<file path="src/rtl/lifo_pkg.sv">
// rtl/lifo_pkg.sv - shared constants, types and operation decode for the LIFO stack
package lifo_pkg;

   localparam int LIFO_DATA_W = 8;
   localparam int LIFO_DEPTH  = 32;
   localparam int LIFO_PTR_W  = 5;

   typedef logic [LIFO_PTR_W-1:0] ptr_t;
   typedef logic [LIFO_PTR_W:0]   cnt_t;

   typedef enum logic [1:0] {
      OP_IDLE = 2'd0,
      OP_PUSH = 2'd1,
      OP_POP  = 2'd2,
      OP_SWAP = 2'd3
   } op_t;

   // Full/empty qualification is applied by the caller per operation.
   function automatic op_t decode_op(input logic push, input logic pop);
      case ({push, pop})
         2'b10:   return OP_PUSH;
         2'b01:   return OP_POP;
         2'b11:   return OP_SWAP;
         default: return OP_IDLE;
      endcase
   endfunction

endpackage

</file>
<file path="src/rtl/lifo_ptr.sv">
// rtl/lifo_ptr.sv - up/down stack pointer and count register with terminal carry
module lifo_ptr #(
   parameter int PTR_W = 5
) (
   input  logic             CLK,
   input  logic             Reset,
   input  logic             en,
   input  logic             up,
   output logic [PTR_W:0]   count,
   output logic [PTR_W-1:0] sp,
   output logic [PTR_W-1:0] top,
   output logic             carry
);

   localparam logic [PTR_W:0]   CNT_ONE = (PTR_W+1)'(1);
   localparam logic [PTR_W-1:0] PTR_ONE = PTR_W'(1);

   logic [PTR_W:0] cnt_q;

   always_ff @(posedge CLK) begin
      if (!Reset) begin
         cnt_q <= '0;
      end else if (en) begin
         if (up) cnt_q <= cnt_q + CNT_ONE;
         else    cnt_q <= cnt_q - CNT_ONE;
      end
   end

   // At count == DEPTH the low bits read zero, so top lands on DEPTH-1 and the MSB is the carry.
   assign count = cnt_q;
   assign sp    = cnt_q[PTR_W-1:0];
   assign top   = cnt_q[PTR_W-1:0] - PTR_ONE;
   assign carry = cnt_q[PTR_W];

endmodule

</file>
<file path="src/rtl/lifo_stack.sv">
// rtl/lifo_stack.sv - LIFO stack with registered pop data and sticky error flags; option LIFO_ALMOST_FLAGS_EN
module lifo_stack
   import lifo_pkg::*;
#(
   parameter int DATA_W = LIFO_DATA_W,
   parameter int DEPTH  = LIFO_DEPTH,
   parameter int PTR_W  = LIFO_PTR_W
`ifdef LIFO_ALMOST_FLAGS_EN
   ,
   parameter int AF_MARGIN = 2,
   parameter int AE_MARGIN = 2
`endif
) (
   input  logic              CLK,
   input  logic              Reset,
   input  logic              push,
   input  logic              pop,
   input  logic [DATA_W-1:0] din,
   output logic [DATA_W-1:0] dout,
   output logic              dout_valid,
   output logic              full,
   output logic              empty,
   output logic [PTR_W:0]    count,
   output logic              overflow,
   output logic              underflow
`ifdef LIFO_ALMOST_FLAGS_EN
   ,
   output logic              almost_full,
   output logic              almost_empty
`endif
);

   logic [DATA_W-1:0] mem [DEPTH];
   logic [PTR_W-1:0]  sp;
   logic [PTR_W-1:0]  top;
   logic              carry;
   logic              ptr_en;
   logic              ptr_up;
   logic              mem_we;
   logic [PTR_W-1:0]  mem_waddr;
   op_t               op;

   lifo_ptr #(.PTR_W(PTR_W)) u_ptr (
      .CLK   (CLK),
      .Reset (Reset),
      .en    (ptr_en),
      .up    (ptr_up),
      .count (count),
      .sp    (sp),
      .top   (top),
      .carry (carry)
   );

   assign full  = carry;
   assign empty = (count == '0);
   assign op    = decode_op(push, pop);

   always_comb begin
      ptr_en    = 1'b0;
      ptr_up    = 1'b0;
      mem_we    = 1'b0;
      mem_waddr = sp;
      case (op)
         OP_PUSH: begin
            if (!full) begin
               ptr_en = 1'b1;
               ptr_up = 1'b1;
               mem_we = 1'b1;
            end
         end
         OP_POP: begin
            if (!empty) ptr_en = 1'b1;
         end
         // Swap overwrites the old top in place; an empty swap is a pure bypass.
         OP_SWAP: begin
            if (!empty) begin
               mem_we    = 1'b1;
               mem_waddr = top;
            end
         end
         default: ;
      endcase
   end

   always_ff @(posedge CLK) begin
      if (Reset && mem_we) mem[mem_waddr] <= din;
   end

   always_ff @(posedge CLK) begin
      if (!Reset) begin
         dout       <= '0;
         dout_valid <= 1'b0;
         overflow   <= 1'b0;
         underflow  <= 1'b0;
      end else begin
         dout_valid <= 1'b0;
         case (op)
            OP_PUSH: begin
               if (full) overflow <= 1'b1;
            end
            OP_POP: begin
               if (empty) begin
                  underflow <= 1'b1;
               end else begin
                  dout       <= mem[top];
                  dout_valid <= 1'b1;
               end
            end
            OP_SWAP: begin
               dout       <= empty ? din : mem[top];
               dout_valid <= 1'b1;
            end
            default: ;
         endcase
      end
   end

`ifdef LIFO_ALMOST_FLAGS_EN
   localparam logic [PTR_W:0] AF_LEVEL = (PTR_W+1)'(DEPTH - AF_MARGIN);
   localparam logic [PTR_W:0] AE_LEVEL = (PTR_W+1)'(AE_MARGIN);

   assign almost_full  = (count >= AF_LEVEL);
   assign almost_empty = (count <= AE_LEVEL);
`endif

endmodule

</file>
<file path="config.mk">
export PLATFORM = sky130hd
export DESIGN_NAME = lifo_stack
export DESIGN_NICKNAME = d
export VERILOG_FILES = /design/src/rtl/lifo_pkg.sv /design/src/rtl/lifo_ptr.sv /design/src/rtl/lifo_stack.sv
export SDC_FILE = /design/constraint.sdc
export NUM_CORES = 1
export LEC_CHECK = 0
export ABC_AREA = 1
export CAP_MARGIN = 20
export CORE_ASPECT_RATIO = 1.25
export CORE_UTILIZATION = 56
export DETAILED_ROUTE_END_ITERATION = 10
export PLACE_DENSITY = 0.81
export SLEW_MARGIN = 20
export SYNTH_ARGS = -nofsm -noshare
export SYNTH_HDL_FRONTEND = slang
export SYNTH_HIERARCHICAL = 1
export SYNTH_SLANG_ARGS = --single-unit
</file>
<file path="constraint.sdc">
create_clock -name CLK -period 2.5 [get_ports CLK]
set_input_delay 0.25 -clock CLK [delete_from_list [all_inputs] [get_ports CLK]]
set_output_delay 0.25 -clock CLK [all_outputs]
set_load 0.01 [all_outputs]
</file>
# ---- After elaboration in Yosys (flattened, before gate mapping)
# Memories as Yosys holds them, arrays and structs flattened.
# Cells that the tools add are included.
dict set report classes {
  addsub 3
  eq_ne 7
  n_mux 15
  reduce_logical 6
}
# op n
set ops {}
lappend ops {{$mux W8} 2}
lappend ops {{$pmux W8 S2} 1}
lappend ops {{$mux W5} 2}
lappend ops {{$eq A2 B2 Y1 const B} 4}
lappend ops {{$add A6 B1 Y6 const B} 1}
lappend ops {{$logic_not A6 Y1} 1}
lappend ops {{$mux W6} 1}
lappend ops {{$pmux W1 S2} 3}
lappend ops {{$pmux W2 S3} 1}
lappend ops {{$reduce_and A2 Y1} 3}
lappend ops {{$sub A6 B1 Y6 const B} 1}
lappend ops {{$mux W1} 5}
lappend ops {{$sub A5 B1 Y5 const B} 1}
lappend ops {{$eq A2 B1 Y1 const B} 2}
lappend ops {{$ne A2 B2 Y1 const B} 1}
lappend ops {{$reduce_bool A2 Y1} 1}
lappend ops {{$logic_and A1 B1 Y1} 1}
dict set report word_totals {
  ff_bits 17
  mem_bits_rw 256
  input_bits 12
  output_inout_bits 19
  n_memories 1
}
# memory depth word_bits rd rd_clocked_by_memory_dff write_ports line_no
set mem_list {}
lappend mem_list {mem 32 8 1 0 1 lifo_stack.sv:33} ;# logic [DATA_W-1:0] mem [DEPTH];

# ---- Depth between registers and ports, before layout
dict set report logic_depth {
  depth_word 7
  mapped_depth 15
}

# ---- By module
# The synthesis kept the hierarchy.
# mod n_inst cells_each area_each_um2 seq_area_each_um2
set modules_own_cells {}
lappend modules_own_cells {lifo_stack 1 1089 11508.5 7907.6}
lappend modules_own_cells {lifo_ptr 1 72 509.2 120.1}

# ---- Worst setup path before layout
# OpenSTA, ideal clock, no wires.
dict set report synth_timing {
  path_type {reg-to-reg}
  startpoint {register u_ptr.cnt_q[0], in the netlist u_ptr/count[0]}
  endpoint {memory mem[11][0] (netlist bit), enable pin}
  arrival_time_ns 2.135
  required_ns 2.130
  path_slack_ns -0.005
  path_stages_with_launch 10
  n_path_buf 2
  synth_period_minus_slack_ns 2.505
  path_cell_list {dfxtp_1 -> inv_1 -> ha_1 -> inv_1 -> buf_2 -> buf_1 -> o21ai_2 -> inv_2 -> nand3_2 -> nor2_1}
}
dict set report synth_via {
  word_cells_on_any_way 9
}
# element line_no
set synth_lines {}
lappend synth_lines {{from (decl)} lifo_ptr.sv:18} ;# logic [PTR_W:0] cnt_q;
lappend synth_lines {{from (signal assigned)} lifo_ptr.sv:24} ;# if (up) cnt_q <= cnt_q + CNT_ONE;
lappend synth_lines {{from (signal assigned)} lifo_ptr.sv:25} ;# else cnt_q <= cnt_q - CNT_ONE;
lappend synth_lines {{$sub A5 B1 Y5} lifo_ptr.sv:32} ;# assign top = cnt_q[PTR_W-1:0] - PTR_ONE;
lappend synth_lines {{net top[0]} lifo_stack.sv:35} ;# logic [PTR_W-1:0] top;
lappend synth_lines {{$mux W5} lifo_stack.sv:76} ;# if (!empty) begin
lappend synth_lines {{$mux W5} lifo_stack.sv:63} ;# case (op)
lappend synth_lines {{to (decl)} lifo_stack.sv:33}
# The timed path passes the listed nets, and every way through them passes these cells.

# ---- Worst setup path in the final report
dict set report layout_timing {
  startpoint {register u_ptr.cnt_q[0], in the netlist u_ptr/count[0]}
  endpoint {output empty}
}
dict set report layout_via {
  elab_chain_len 1
}
# element line_no
set layout_rtl {}
lappend layout_rtl {{$logic_not A6 Y1} lifo_stack.sv:55} ;# assign empty = (count == '0);
lappend layout_rtl {{to (decl)} lifo_stack.sv:22} ;# output logic empty,
# Every way passes these cells.

==> impl_metrics.toml <==
[clock_network]
hold_buffers = 0
worstSkewPairLatency_ps = 520
cts_buffers = 25
cts_tree = "done"
cts_sinks = 273
postCtsSetupBuffers = 0
clkTransAtPathRegs_ps = 60
cts_max_level = 1
clock_path_buffers = 3
cts-root-buf = "clkbuf_16"

[synthesis]
ys.flop_type = "edfxtp_1"
yosysWarnings = 6
yosys.area.top_type = "edfxtp_1"
synth-seq-cells = 273
synth_cell_type_count = 33
synth_common_cells = "nand2_1, edfxtp_1, nand3_1, inv_1, nor2_1"
synth_most_common_cell = "nand2_1"
syn_area_um2 = 12020
synthesis.instances = 1161
ys_seq_area_share_pct = 66.80
synth_edf_count = 256
netlist.area_leader.share_pct = 63.97
synth_fp_nets = 1182
synthTopCellsByArea = "edfxtp_1, nand2_1, nand3_1"
synth.avg_cell_area_um2 = 10.35
async_reset_ff_share_pct = 0

[global_routing]
grt_pass1_vias = 8687
grt_max_degree = 69
grt_pass1_wl_um = 45170
antenna_found_initial = 0
grt_use_total_pct = 26.72
overflow = 0

[run_status]
outcome = "complete, no violations"

[power]
ir_drop_uv = 910.5
p_comb_share_pct = 22.0
switchingPower_mw = 3.280
powerDensity_nw_per_um2 = 808.2
power_frac_seq_pct = 45.7
total_leakage_power_nw = 5.579
pwr-share-clk_pct = 32.3
switching_share_pct = 29.28
p_int_mw = 7.922

[timing]
slew_headroom_pct = 56.85
slew_viol_final = 0
finalClockSkew_ps = 16.04
fin_crit_sh_pct = 94.72
finalHoldViolCount = 0
fin_tns_setup_ps = 0
max_freq_ghz = 0.4223
min_period_ps = 2368
setup_violations = 0
worstMarginPinSlew_ps = 645.2
rsz0062_at_grt = "false"

[floorplan]
core.rowCount = 59
design.core.area_um2 = 20970
die_w_um = 133.0
start_util_pct = 57.32
die_h_um = 165.8
io_pins = 31
die-area_um2 = 22050

[detailed_routing]
ant_nets = 0
drt_iter0_markers = 953
wirelength_um = 28910
num_vias = 8721
drt-vias-per-instance = 5.707
wire_per_inst_um = 18.92
drc = 0
dr.pass1.iters = 5

[min_path]
min_path_type = "reg -> reg"

[worst_setup_path]
setup.worst_path.start_class = "flip-flop"
path_class = "reg -> out"
critPathRequiredTime_ps = 2250
path_max_fanout = 6
cp.arrival_ps = 2120
crit_path_end_kind = "primary output"

[placed_design]
io_buffers = 30
hpwl_um = 18550
placed_cells = 1482
gp_congestion = 0.8920

[finish]
seq_area_um2 = 8029
antenna_cells = 0
fin_cells = 1528
area_growth_pct = 15.35
fill_cells = 1489
finalNetCount = 1256
drive_above_1_share_pct = 12.20
multi_input_area_um2 = 3227

[run]
maxCapViolCount = 0
-- kinds of logic (layout without fill, tap and decap cells) --
group	Yosys count	count (layout)	share of synthesized area, %
xor gates and xnor gates	5	5	0.3644
AOI/OAI and AO/OA	54	54	2.644
DFF	273	273	66.80
buffers and inverters	184	277	6.476
adders and majority gates	9	9	0.9995
and+or+nand+nor	636	636	22.72
-- layout make-up --
type	count	share of cell area (%)
timing repair buffer	109	7.338
tap	274	2.473
sequential	273	57.92
clock buffer	34	4.973
inverter	122	3.394
clock inverter	12	0.6228
multi-input combinational	704	23.28
-- stage by stage --
stage	area, µm²	util, %	total power, mW	hold slack (ps)	worst slack (ps)
6_report	13860	66.12	11.20	466.3	132.1
5_1_grt	13860	66.12	11.58	492.9	11.93
4_1_cts	13850	66.07	11.18	471.3	2.588
3_5_place_dp	13060	62.31	7.599	454.7	-34.82
3_3_place_gp	13060	62.31	7.534	455.6	12.10
2_1_floorplan	12020	-	6.673	348.9	-5.500
-- cells in the final DEF, fill, tap and decap left out, types with 2 or more instances in the layout --
cell             instances
clkbuf_8                 3
o21ai_4                  2
edfxtp_1               256
nand2_2                  9
or2_1                    2
buf_6                    3
xor2_2                   2
clkbuf_16               25
o211ai_1                 3
inv_6                    2
clkinv_1                 6
nor2_1                  50
nand3_1                193
clkinv_2                 5
clkdlybuf4s50_1         30
or2_2                    2
o21ai_0                 18
nand3_2                  4
inv_4                    3
buf_12                   9
inv_1                  112
a21oi_1                 26
nand2_1                370
buf_4                   67
clkbuf_1                 6
nand2_4                  2
xor2_1                   2
ha_1                     8
dfxtp_1                 16
o21ai_2                  3
inv_2                    4
nor2_4                   3
-- per-layer routing --
| metal | track usage [%] | share of wire (%) | vias to the layer above |
|---|---|---|---|
| li1 | - | - | 4012 |
| met1 | 32.11 | 36 | 4113 |
| met2 | 47.60 | 52 | 487 |
| met3 | 3.480 | 8.5 | 109 |
| met4 | 12.19 | 4.2 | 0 |
| met5 | 0 | 0 | - |
-- flip-flops by register name, summed over array words and instances (netlist names) --
signal,cells
dout,8
dout_valid,1
mem,256
overflow,1
u_ptr/count,6
underflow,1
-- worst max-delay path, stage by stage (launching register included) --
cell	delay, ps
dfxtp_2	360
or2_1	230
nor3_2	140
nand2_2	90
buf_4	160
inv_1	90
clkdlybuf4s50_1	540
-- power by group through the flow --
| stage | sequential (mW) | combinational (mW) | clock (mW) |
|---|---|---|---|
| 2_1_floorplan | 5.23 | 1.45 | 0 |
| 3_3_place_gp | 5.22 | 2.32 | 0 |
| 3_5_place_dp | 5.22 | 2.38 | 0 |
| 4_1_cts | 5.12 | 2.42 | 3.65 |
| 5_1_grt | 5.13 | 2.64 | 3.82 |
| 6_report | 5.12 | 2.46 | 3.62 |
-- timing repair --
| item | 4_1_cts | 5_1_grt |
|---|---|---|
| resized for setup | 2 | 4 |
| pin swaps | 0 | 0 |
| endpoints found under the setup margin | 11 | 30 |
-- worst paths after layout --
check / start / end / slack, ps / cells after the start
worst min register to register: underflow$_SDFFE_PN0P_ / underflow$_SDFFE_PN0P_ / 470 / 2
worst min-delay path: underflow$_SDFFE_PN0P_ / underflow$_SDFFE_PN0P_ / 470 / 2
worst max-delay path: u_ptr/count[0]$_SDFFE_PN0P_ / empty / 130 / 6
worst max register to register: u_ptr/count[0]$_SDFFE_PN0P_ / dout[5]$_SDFFE_PN0P_ / 160 / 12
No activity file was read; power rests on OpenSTA's default activity.
